<file path="src/rtl/dds_sweep_ctrl.sv">
// dds_sweep_ctrl: stepped DDS frequency sweep controller with dwell timing.
// Define DDS_SWEEP_TRIANGLE_EN for triangle continuous sweeps (default: sawtooth).
module dds_sweep_ctrl #(
    parameter int FW = 32,
    parameter int PW = 12,
    parameter int DW = 16
) (
    input  logic          sys_clk,
    input  logic          rst_n,
    input  logic          cfg_valid,
    output logic          cfg_ready,
    input  logic [FW-1:0] cfg_f_start,
    input  logic [FW-1:0] cfg_f_stop,
    input  logic [FW-1:0] cfg_f_step,
    input  logic [DW-1:0] cfg_dwell,
    input  logic [PW-1:0] cfg_pword,
    input  logic          cfg_cont,
    input  logic          start,
    input  logic          abort,
    output logic [FW-1:0] Fword,
    output logic [PW-1:0] Pword,
    output logic          busy,
    output logic          step_stb,
    output logic          done
);
`ifdef DDS_SWEEP_TRIANGLE_EN
    typedef enum logic [1:0] {IDLE, DWELL_UP, DWELL_DN} state_t;
`else
    typedef enum logic {IDLE, DWELL_UP} state_t;
`endif
    state_t state, state_nxt;
    logic [FW-1:0] f_start, f_stop, f_step, fword_nxt, up_word;
    logic [DW-1:0] dwell, cnt, cnt_nxt;
    logic [PW-1:0] pword, pword_nxt;
    logic          cont, stb_nxt, done_nxt, sweep_end;
    logic [FW:0]   up_sum;

    // The extra sum bit catches wrap-around so it saturates instead of restarting low.
    assign up_sum    = {1'b0, Fword} + {1'b0, f_step};
    assign up_word   = (!up_sum[FW] && up_sum[FW-1:0] < f_stop && f_step != '0) ? up_sum[FW-1:0] : f_stop;
    assign sweep_end = (Fword == f_stop) || (f_start >= f_stop);
`ifdef DDS_SWEEP_TRIANGLE_EN
    logic [FW:0]   dn_diff;
    logic [FW-1:0] dn_word;
    assign dn_diff = {1'b0, Fword} - {1'b0, f_step};
    assign dn_word = (!dn_diff[FW] && dn_diff[FW-1:0] > f_start && f_step != '0) ? dn_diff[FW-1:0] : f_start;
`endif

    always_comb begin
        state_nxt = state;
        fword_nxt = Fword;
        pword_nxt = Pword;
        cnt_nxt   = cnt;
        stb_nxt   = 1'b0;
        done_nxt  = 1'b0;
        if (state == IDLE) begin
            if (start && !abort) begin
                state_nxt = DWELL_UP;
                fword_nxt = f_start;
                pword_nxt = pword;
                cnt_nxt   = dwell;
                stb_nxt   = 1'b1;
            end
        end else if (abort) begin
            state_nxt = IDLE;
        end else if (cnt != '0) begin
            cnt_nxt = cnt - 1'b1;
        end else begin
            cnt_nxt = dwell;
            stb_nxt = 1'b1;
            if (state == DWELL_UP) begin
                if (!sweep_end) begin
                    fword_nxt = up_word;
                end else if (!cont) begin
                    state_nxt = IDLE;
                    done_nxt  = 1'b1;
                    stb_nxt   = 1'b0;
                end
`ifdef DDS_SWEEP_TRIANGLE_EN
                else if (f_start < f_stop) begin
                    state_nxt = DWELL_DN;
                    fword_nxt = dn_word;
                end
`endif
                else begin
                    fword_nxt = f_start;
                end
            end
`ifdef DDS_SWEEP_TRIANGLE_EN
            else if (Fword == f_start) begin
                state_nxt = DWELL_UP;
                fword_nxt = up_word;
            end else begin
                fword_nxt = dn_word;
            end
`endif
        end
    end

    always_ff @(posedge sys_clk or negedge rst_n) begin
        if (!rst_n) begin
            state     <= IDLE;
            Fword     <= '0;
            Pword     <= '0;
            cnt       <= '0;
            busy      <= 1'b0;
            step_stb  <= 1'b0;
            done      <= 1'b0;
            cfg_ready <= 1'b1;
            f_start   <= '0;
            f_stop    <= '0;
            f_step    <= '0;
            dwell     <= '0;
            pword     <= '0;
            cont      <= 1'b0;
        end else begin
            state     <= state_nxt;
            Fword     <= fword_nxt;
            Pword     <= pword_nxt;
            cnt       <= cnt_nxt;
            busy      <= state_nxt != IDLE;
            step_stb  <= stb_nxt;
            done      <= done_nxt;
            cfg_ready <= state_nxt == IDLE;
            if (cfg_valid && cfg_ready) begin
                f_start <= cfg_f_start;
                f_stop  <= cfg_f_stop;
                f_step  <= cfg_f_step;
                dwell   <= cfg_dwell;
                pword   <= cfg_pword;
                cont    <= cfg_cont;
            end
        end
    end
endmodule

</file>
<file path="config.mk">
export PLATFORM = sky130hd
export DESIGN_NAME = dds_sweep_ctrl
export DESIGN_NICKNAME = d
export VERILOG_FILES = /design/src/rtl/dds_sweep_ctrl.sv
export SDC_FILE = /design/constraint.sdc
export NUM_CORES = 1
export LEC_CHECK = 0
export ABC_AREA = 1
export CORE_MARGIN = 8
export CORE_UTILIZATION = 60
export DETAILED_ROUTE_END_ITERATION = 7
export PLACE_DENSITY = 0.86
export REMOVE_ABC_BUFFERS = 1
export SYNTH_ARGS = -nofsm -noshare
export SYNTH_HDL_FRONTEND = slang
export SYNTH_SLANG_ARGS = --single-unit
export TNS_END_PERCENT = 1
</file>
<file path="constraint.sdc">
create_clock -name sys_clk -period 7.1 [get_ports sys_clk]
set_input_delay 1.42 -clock sys_clk [delete_from_list [all_inputs] [get_ports sys_clk]]
set_output_delay 1.42 -clock sys_clk [all_outputs]
set_load 0.005 [all_outputs]
</file>
==> results.json <==
{
  "fin_crit_ps": 5393,
  "synthAdderAreaFrac": 0.09425,
  "die_x_um": 163.7,
  "power_leakage_nw": 8.216,
  "r2r-end": "Fword[15]",
  "post_cts_buffers": 0,
  "holdPathEnd": "Pword[11]",
  "synth_top_family_by_area": "simple AND/OR/NAND/NOR gates",
  "min_from": "pword[11]",
  "finalSetupTns_ps": 0,
  "avgSynthCellArea_sq_um": 7.156,
  "drive_gt1_frac": 0.06115,
  "clk_pin_slew_worst_paths_ps": 80,
  "synth_edf_count": 0,
  "max-vdd-ir-drop_mv": 0.1872,
  "worstHoldPathType": "reg2reg",
  "clock_path_buffers": 2,
  "finalCritPeriodShare": 0.7595,
  "n_antenna_cell": 0,
  "die_h_um": 163.7,
  "synth_simple_gate_area_frac": 0.2921,
  "cts_max_level": 4,
  "io_buffers": 177,
  "yosysTopAreaCellShare": 0.3594,
  "finalHoldViolCount": 0,
  "dr.pass1.iters": 5,
  "multiInputGateArea_sq_um": 7093,
  "root_buffer": "clkbuf_16",
  "r2r_start": "Fword[0]",
  "synth_warnings": 0,
  "routed-via-count": 12290,
  "grt-ovfl-total": 0,
  "area_delta_synth_final_pct": 19.68,
  "design.portCount": 178,
  "synth_area_leaders": "dfrtp_1, nand2_1, ha_1",
  "synth_ff_type": "dfrtp_1",
  "grt_first_pass_wirelength_um": 60810,
  "drtIter0Drc": 989,
  "antenna_found_initial": 0,
  "rrSetupSlack_ps": 1710,
  "cts_sinks": 189,
  "crit_arrival_ps": 5710,
  "fin_total_pwr_mw": 6.227,
  "synth-seq-cells": 189,
  "tritoncts": "built",
  "core-area_sq_um": 21620,
  "via_per_inst": 5.403,
  "drc_errors": 0,
  "crit_top_cell": "nand2_1",
  "syn_inst": 1829,
  "nFillCells": 1774,
  "clock_skew_ps": 19.68,
  "ys_types": 44,
  "placementRows": 54,
  "required_ps": 7420,
  "rsz0062_at_grt": "false",
  "worstMarginPinSlew_ps": 1143,
  "syn_area_sq_um": 13090,
  "cap_viol_max_count": 0,
  "final_nets": 2210,
  "grt_use_total": 0.2810,
  "outcome": "finished clean",
  "detail_route.wl_per_cell_um": 16.28,
  "grt_pass1_vias": 12270,
  "crit_slowest_cell": "nand3_4",
  "synth_compound_area_frac": 0.07141,
  "synth.area.mux_share": 0.05506,
  "timing.final.max_slew_violations": 0,
  "insertion_delay_ps": 440,
  "wl_um": 37040,
  "synthArstFlopShare": 1.000,
  "antenna_left": 0,
  "synth_area_leader_cell": "dfrtp_1",
  "die_area_sq_um": 26800,
  "yosysSeqAreaShare": 0.3614,
  "crit_path_end_kind": "register",
  "start_kind": "register",
  "fmax_mhz": 185.4,
  "start_util": 0.6054,
  "cts_resized": 0,
  "synth_xor_area_frac": 0.02810,
  "grt_max_degree": 114,
  "slew_headroom": 0.2361,
  "setup_viol": 0,
  "seq_area_sq_um": 4731,
  "hpwl_um": 28050,
  "min_path_cells": 2,
  "crit_type": "reg2reg",
  "numCtsBuffers": 17,
  "cp_max_fo": 33,
  "gp_congestion": 0.9692,
  "slowest_delay_ps": 710,
  "hold_buffers": 0,
  "reg2reg_depth": 22,
  "cellPowerDensity_nw_per_um2": 397.5,
  "crit_chain": "ha_1 > inv_1 > fa_1 > inv_1 > nand3_1 > nand2_2 > nand2_1 > nand3_1 > xor2_1 > inv_1 > ha_1 > nand2_1 > nor4_1 > nand2_1 > nand2_1 > nand2_1 > nand3_4 > nand2_1 > inv_1 > nor2_1 > nor2_1 > nor2_1"
}
==> how the worst max path moves through the flow <==
stage / start / endpoint / slack, ps / cells after the start
2_1_floorplan: cfg_valid / dwell[11] / 1830 / 2
3_3_place_gp: Fword[0] / Fword[23] / 2180 / 22
3_5_place_dp: Fword[0] / Fword[17] / 2050 / 22
4_1_cts: Fword[0] / Fword[3] / 2010 / 22
5_1_grt: Fword[0] / Fword[24] / 1570 / 22
6_report: Fword[0] / Fword[15] / 1710 / 22
==> cell usage after synthesis (3+ instances only) <==
master and instances:
nand2_1 543, inv_1 278, nor2_1 264, dfrtp_1 188
a21oi_1 113, ha_1 97, mux2_2 64, nand3_1 61
nand4_1 36, o21ai_0 33, xnor2_1 31, clkbuf_1 20
buf_2 13, xor2_1 11, buf_1 7, nand3b_1 7
buf_4 5, nor4_1 5, a21o_1 4, nand3_2 4
nor2_2 4, nor3_1 4, o221ai_1 4, o21a_1 3
o21bai_1 3
==> placed cells by master, fill, tap and decap left out, drive strengths merged <==
| cell type | count |
|---|---|
| a21o | 4 |
| a21oi | 116 |
| a221o | 1 |
| and2 | 2 |
| and3 | 2 |
| buf | 4 |
| clkbuf | 19 |
| clkdlybuf4s50 | 176 |
| clkinv | 6 |
| dfrtp | 188 |
| dfstp | 1 |
| fa | 1 |
| ha | 97 |
| inv | 288 |
| mux2 | 64 |
| nand2 | 546 |
| nand3 | 66 |
| nand3b | 7 |
| nand4 | 37 |
| nor2 | 269 |
| nor3 | 4 |
| nor4 | 5 |
| o211a | 1 |
| o211ai | 2 |
| o21a | 3 |
| o21ai | 34 |
| o21bai | 3 |
| o221ai | 4 |
| o22ai | 2 |
| o31ai | 1 |
| xnor2 | 31 |
| xor2 | 11 |
==> metrics by stage <==
stage / instance area (sq um) / worst slack [ps] / util / hold slack (ps) / instances
floorplan: 12860 / 1833 / - / 436.4 / 1782
global placement: 15040 / 2183 / 0.6958 / 446.6 / 2243
detailed placement: 15040 / 2045 / 0.6958 / 467.7 / 2243
CTS: 15670 / 2006 / 0.7245 / 485.1 / 2275
global route: 15670 / 1569 / 0.7245 / 516.0 / 2275
finish: 15670 / 1707 / 0.7245 / 489.4 / 2275
==> routing by layer <==
layer	routed length, um	GRT usage
met5	0	0
met3	2879	0.06216
met4	1046	0.1008
met2	17580	0.4675
met1	15520	0.3545
==> critical path: cells and delay by family (launching register included) <==
| kind | cells | cell delay (ps) |
|---|---|---|
| fa+ha+maj | 3 | 950 |
| xor+xnor | 1 | 400 |
| simple gates | 14 | 3110 |
| flops | 1 | 410 |
| buf+inv | 4 | 360 |
==> cells by family after synthesis <==
group,count (synthesis)
fa+ha+maj,98
compound gates,171
mux,64
simple gates,938
flops,189
buf+inv,327
xor+xnor,42
==> layout make-up <==
type / instances / share of cell area
repair buffers: 181 / 0.1161
multi-input cells: 1313 / 0.4528
well taps: 280 / 0.02236
clock buffers: 18 / 0.02804
clock inverters: 14 / 0.01166
inverters: 280 / 0.06709
flip-flops and latches: 189 / 0.3020
==> where the power goes <==
| group | internal, mW | switching [mW] | total [mW] |
|---|---|---|---|
| combinational | 1.39 | 2.20 | 3.60 |
| sequential | 1.34 | 0.285 | 1.62 |
| clock | 0.494 | 0.513 | 1.01 |
| total | 3.22 | 3.00 | 6.23 |
==> flip-flops by register name, indices dropped and copies added (netlist names) <==
register,flops
cfg_ready,1
Fword,32
Pword,12
f_start,32
pword,12
cont,1
dwell,16
state,1
step_stb,1
f_stop,32
f_step,32
cnt,16
done,1
No activity file was read; power rests on OpenSTA's default activity.
